[src/rtl/iir8_inv.sv]
// 8th-order all-pole IIR (inverse of an 8-tap FIR): y[n] = b0*x[n] - sum(ak*y[n-k]).
// One time-shared multiplier; 10 edges from accepted ce to output, one sample per 11 cycles.
module iir8_inv #(
  parameter int pw_io_width      = 12,
  parameter int pw_io_decimal    = 11,
  parameter int pw_coeff_decimal = 29
) (
  input  logic                          clk,
  input  logic                          rstn,
  input  logic                          ce,
  input  logic                          i_clr,
  input  logic signed [31:0]            isp_coeff_0,
  input  logic signed [31:0]            isp_coeff_1,
  input  logic signed [31:0]            isp_coeff_2,
  input  logic signed [31:0]            isp_coeff_3,
  input  logic signed [31:0]            isp_coeff_4,
  input  logic signed [31:0]            isp_coeff_5,
  input  logic signed [31:0]            isp_coeff_6,
  input  logic signed [31:0]            isp_coeff_7,
  input  logic signed [31:0]            isp_coeff_8,
  input  logic signed [pw_io_width-1:0] isp_in,
  output logic signed [pw_io_width-1:0] osp_out,
  output logic                          o_valid,
  output logic                          o_busy,
  output logic                          o_sat,
  output logic                          o_overrun
);

  localparam int lp_prod_w   = pw_io_width + 32;
  // Products carry input + coefficient fraction bits; drop down to the output fraction.
  localparam int lp_in_frac  = pw_io_decimal;
  localparam int lp_out_frac = pw_io_decimal;
  localparam int lp_shift    = pw_coeff_decimal + lp_in_frac - lp_out_frac;
  localparam logic signed [63:0] lp_max = (64'sd1 <<< (pw_io_width - 1)) - 64'sd1;
  localparam logic signed [63:0] lp_min = -(64'sd1 <<< (pw_io_width - 1));

  typedef enum logic [1:0] {IDLE, MAC, WRITE} state_t;

  state_t                        r_state;
  state_t                        w_state_next;
  logic [3:0]                    r_k;
  logic signed [31:0]            r_coeff [0:8];
  logic signed [pw_io_width-1:0] r_x;
  logic signed [pw_io_width-1:0] r_y [1:8];
  logic signed [63:0]            r_acc;

  logic signed [31:0]            w_coeff_in [0:8];
  logic signed [pw_io_width-1:0] w_mul_a;
  logic signed [31:0]            w_mul_b;
  logic signed [lp_prod_w-1:0]   w_prod;
  logic signed [63:0]            w_prod_ext;
  logic signed [63:0]            w_r;
  logic                          w_sat_hi;
  logic                          w_sat_lo;
  logic signed [pw_io_width-1:0] w_result;

  assign w_coeff_in[0] = isp_coeff_0;
  assign w_coeff_in[1] = isp_coeff_1;
  assign w_coeff_in[2] = isp_coeff_2;
  assign w_coeff_in[3] = isp_coeff_3;
  assign w_coeff_in[4] = isp_coeff_4;
  assign w_coeff_in[5] = isp_coeff_5;
  assign w_coeff_in[6] = isp_coeff_6;
  assign w_coeff_in[7] = isp_coeff_7;
  assign w_coeff_in[8] = isp_coeff_8;

  // Tap 0 multiplies the new sample by b0; tap k multiplies y[n-k] by ak.
  always_comb begin
    w_mul_a = r_x;
    w_mul_b = r_coeff[0];
    for (int i = 1; i <= 8; i++) begin
      if (r_k == 4'(i)) begin
        w_mul_a = r_y[i];
        w_mul_b = r_coeff[i];
      end
    end
  end

  assign w_prod     = lp_prod_w'(w_mul_a) * lp_prod_w'(w_mul_b);
  assign w_prod_ext = 64'(w_prod);

  assign w_r      = r_acc >>> lp_shift;
  assign w_sat_hi = (w_r > lp_max);
  assign w_sat_lo = (w_r < lp_min);
  assign w_result = w_sat_hi ? lp_max[pw_io_width-1:0] :
                    w_sat_lo ? lp_min[pw_io_width-1:0] :
                               w_r[pw_io_width-1:0];

  assign o_busy = (r_state != IDLE);

  always_comb begin
    w_state_next = r_state;
    case (r_state)
      IDLE:    if (ce) w_state_next = MAC;
      MAC:     if (r_k == 4'd8) w_state_next = WRITE;
      WRITE:   w_state_next = IDLE;
      default: w_state_next = IDLE;
    endcase
    if (i_clr) w_state_next = IDLE;
  end

  always_ff @(posedge clk or negedge rstn) begin
    if (!rstn) r_state <= IDLE;
    else       r_state <= w_state_next;
  end

  always_ff @(posedge clk or negedge rstn) begin
    if (!rstn) begin
      osp_out   <= '0;
      o_valid   <= 1'b0;
      o_sat     <= 1'b0;
      o_overrun <= 1'b0;
      r_k       <= '0;
      r_x       <= '0;
      r_acc     <= '0;
      for (int i = 0; i <= 8; i++) r_coeff[i] <= '0;
      for (int i = 1; i <= 8; i++) r_y[i] <= '0;
    end else begin
      o_valid   <= 1'b0;
      o_sat     <= 1'b0;
      o_overrun <= 1'b0;
      if (i_clr) begin
        // Abort: history and accumulator cleared, osp_out intentionally kept.
        r_acc <= '0;
        r_k   <= '0;
        for (int i = 1; i <= 8; i++) r_y[i] <= '0;
      end else begin
        case (r_state)
          IDLE: begin
            if (ce) begin
              r_x   <= isp_in;
              r_acc <= '0;
              r_k   <= '0;
              for (int i = 0; i <= 8; i++) r_coeff[i] <= w_coeff_in[i];
            end
          end
          MAC: begin
            if (ce) o_overrun <= 1'b1;
            if (r_k == 4'd0) r_acc <= r_acc + w_prod_ext;
            else             r_acc <= r_acc - w_prod_ext;
            r_k <= r_k + 4'd1;
          end
          WRITE: begin
            if (ce) o_overrun <= 1'b1;
            osp_out <= w_result;
            o_valid <= 1'b1;
            o_sat   <= w_sat_hi | w_sat_lo;
            r_y[1]  <= w_result;
            for (int i = 2; i <= 8; i++) r_y[i] <= r_y[i-1];
          end
          default: ;
        endcase
      end
    end
  end

endmodule

[config.mk]
export PLATFORM = sky130hd
export DESIGN_NAME = iir8_inv
export DESIGN_NICKNAME = d
export VERILOG_FILES = /design/src/rtl/iir8_inv.sv
export SDC_FILE = /design/constraint.sdc
export NUM_CORES = 2
export LEC_CHECK = 0
export CAP_MARGIN = 20
export CORE_MARGIN = 1.5
export CORE_UTILIZATION = 45
export DETAILED_ROUTE_END_ITERATION = 6
export GPL_TIMING_DRIVEN = 0
export HOLD_SLACK_MARGIN = 0.15
export SETUP_SLACK_MARGIN = 0.15
export SYNTH_ARGS = -nofsm -noshare
export SYNTH_HDL_FRONTEND = slang
export SYNTH_SLANG_ARGS = --single-unit
[constraint.sdc]
create_clock -name clk -period 13.27 [get_ports clk]
set_input_delay 3.3175 -clock clk [delete_from_list [all_inputs] [get_ports clk]]
set_output_delay 3.3175 -clock clk [all_outputs]
set_load 0.01 [all_outputs]
==> metrics <==
Finish-stage setup viols 0; WP data required 13,790 ps; Worst R2R Path Depth 47; Min Clock Period, post-route 12,750 ps; reg2reg end r_acc[63]; end of the critical path r_acc[63]; flop-to-flop setup slack 520 ps; Routed Antenna Nets 0; first-pass GRT wire length 196 mm; Placement Setup Slack -1940 ps; CTS tree done; hold_buf cts 0; worst hold path class reg -> reg; Fmax achieved 0.0784 GHz; largest net degree at the start of global routing 116; drt wl/cell 21.8 um; post-synth cell types 101; Yosys reg bits 481; WS Path Type reg -> reg; Yosys top cell by area dfrtp_1; CP peak stage delay 580 ps; Multi-input gate area 0.0263 sq mm; initial antenna violation count 16; Overflow after GRT 0; core area 0.0884 sq mm; Placer Congestion 0.898; Initial Util 45.5%; overall routed net length 127 mm; area delta synth->final 20.4%; max_cap viols 0; cell count after synthesis 4,213; vias per cell 5.50; Clock Skew 49.0 ps; Clock Latency Late Sink 640 ps; port bufs 319; total CTS buffers 55; CP arrival 13,270 ps; worst setup margin 521 ps; syn_nets 5,025; hold_ws 475 ps; vias in the first global route 32,300; Slowest-stage cell, CP or4_4; H-tree depth 2; most frequent cells after synthesis 481 x dfrtp_1, 444 x nand2_1, 436 x inv_1; Reg area 0.0120 sq mm; FILL cells 8,076; synth warn 0; final layout net count 5,429; DPL Wire Length 101 mm; post-synthesis async set-or-reset flop share 100%; Core Rows 109; Slew @ Worst Pin 980 ps; Tcrit/Tclk final 96.1%; Sink Count 481; status complete, no violations; clock-pin slew on the worst setup and hold paths 60 ps; 1st-iter DRT viols 2,444; RSZ-0062 raised after global routing false; Total GRT Usage 28.2%; sequential-to-total area share from yosys stat 29.9%; CTS max path bufs 3; Clock Tree Root clkbuf_16; Syn Area/Cell 9.54 sq um; I/O pin count 320; share of layout cells above drive strength 1 16.6%; DRC 0; Core Util, Final 54.8%; Worst Setup End Kind flip-flop; most frequent cell after synthesis dfrtp_1; vias 32,100; most used cell, CP fa_1; Post-synth EDFFs 0; Slew Limit Fails 0; die extent in x 302 um; drt pass-1 iters 5; Post-Synthesis Cell Area 0.0402 sq mm; Final Hold Viols 0; share of the synthesized area in the top cell type 29.9%; CP max FO 10; Area contributors post-synth dfrtp_1 30%, fa_1 17%, mux2_2 9.8%, ha_1 5.3%, nand2_1 4.1%; reg2reg start r_k[0]; Max-slew headroom 34.7%; die height 302 um; dominant register cell in the synthesized netlist dfrtp_1; die area 0.0911 sq mm; Worst Setup SP r_k[0]; CP Launch Type flip-flop
[through the flow]
| step | cells | area, sq um | setup TNS (ps) |
|---|---|---|---|
| 2_1_floorplan | 4213 | 40200 | 0 |
| 5_1_grt | 5840 | 48400 | 0 |
| 4_1_cts | 5808 | 47700 | 0 |
| 6_report | 5840 | 48400 | 0 |
| 3_3_place_gp | 5697 | 44800 | -6566240 |
| 3_5_place_dp | 5703 | 45000 | -28190 |
[critical path: cells and delay by family (launching register included)]
kind                       cells  cell delay, ps
and+or+nand+nor               11            3000
DFF                            1             430
AOI/OAI and AO/OA             15            3400
buffers and inverters         10            1370
adders and majority gates      8            3520
muxes                          3             850
[routing by layer]
metal | up-vias | global-route usage, % | share of wire [%]
li1 | 14900 | - | -
met1 | 16200 | 41.9 | 47
met2 | 852 | 43.6 | 45
met3 | 125 | 3.99 | 5.6
met4 | 2 | 6.35 | 2.0
met5 | - | 0 | 0.0063
[worst min path at each step]
stage / startpoint / endpoint / slack [ps] / cells after the start
floorplan: r_acc[2] / r_acc[2] / 450 / 2
finish: osp_out[4] / osp_out[4] / 480 / 1
global route: osp_out[4] / osp_out[4] / 490 / 1
global placement: r_acc[5] / r_acc[5] / 470 / 2
detailed placement: osp_out[2] / osp_out[2] / 470 / 1
CTS: osp_out[4] / osp_out[4] / 480 / 1
[logic make-up after synthesis]
logic type,Yosys count,synth area share [%]
and+or+nand+nor,1107,12.4
AOI/OAI and AO/OA,802,12.6
buffers and inverters,692,6.71
adders and majority gates,508,22.1
muxes,488,13.2
DFF,481,29.9
xor gates and xnor gates,135,2.94
[final cells by class]
type                    instances  share of cell area [%]
inverters                     436                    3.38
clock inverters                25                   0.835
multi-input cells            3041                    54.4
repair buffers                350                    7.29
clock buffers                  75                    3.29
plain buffers                 252                    2.82
well taps                    1165                    3.01
diodes                         15                  0.0775
flip-flops and latches        481                    24.9
[flip-flops by register name (all words and copies together) (netlist names)]
| name | flops |
|---|---|
| o_overrun | 1 |
| o_sat | 1 |
| o_valid | 1 |
| osp_out | 12 |
| r_acc | 64 |
| r_coeff | 288 |
| r_k | 4 |
| r_state | 2 |
| r_x | 12 |
| r_y | 96 |
[what timing repair did]
action / CTS / global route
endpoints found under the setup margin: 36 / 20
setup buffers: 8 / 17
cloned: 0 / 1
pin swaps: 23 / 39
resized for setup: 223 / 199
[placed cells by master (no fill, tap or decap), types with 16 or more instances in the layout]
master	Yosys	layout
nor2b_1	75	75
clkbuf_8	3	24
and3_1	21	19
a21o_1	71	71
nand2b_1	25	25
nand2_1	444	444
nor3_1	28	24
buf_4	3	34
a31oi_1	22	22
clkbuf_16	0	55
ha_1	169	167
inv_1	436	436
mux2_2	350	334
dfrtp_1	481	479
clkbuf_1	219	135
fa_1	339	337
nand4_1	31	31
mux2i_1	138	125
clkbuf_4	0	24
a211oi_1	94	51
mux2_4	0	16
xor2_1	46	43
clkdlybuf4s50_1	0	318
nor2_1	347	339
clkbuf_2	1	38
a21oi_1	273	236
a211oi_2	1	33
buf_2	5	16
o21ai_0	187	164
and2_1	50	49
o21ai_1	0	18
a21oi_2	1	36
xnor2_1	89	85
nand3_1	26	26
Power is left out: the tool's default activity adds up to more than one toggle a clock period on the data nets, which glitch-free logic cannot reach.
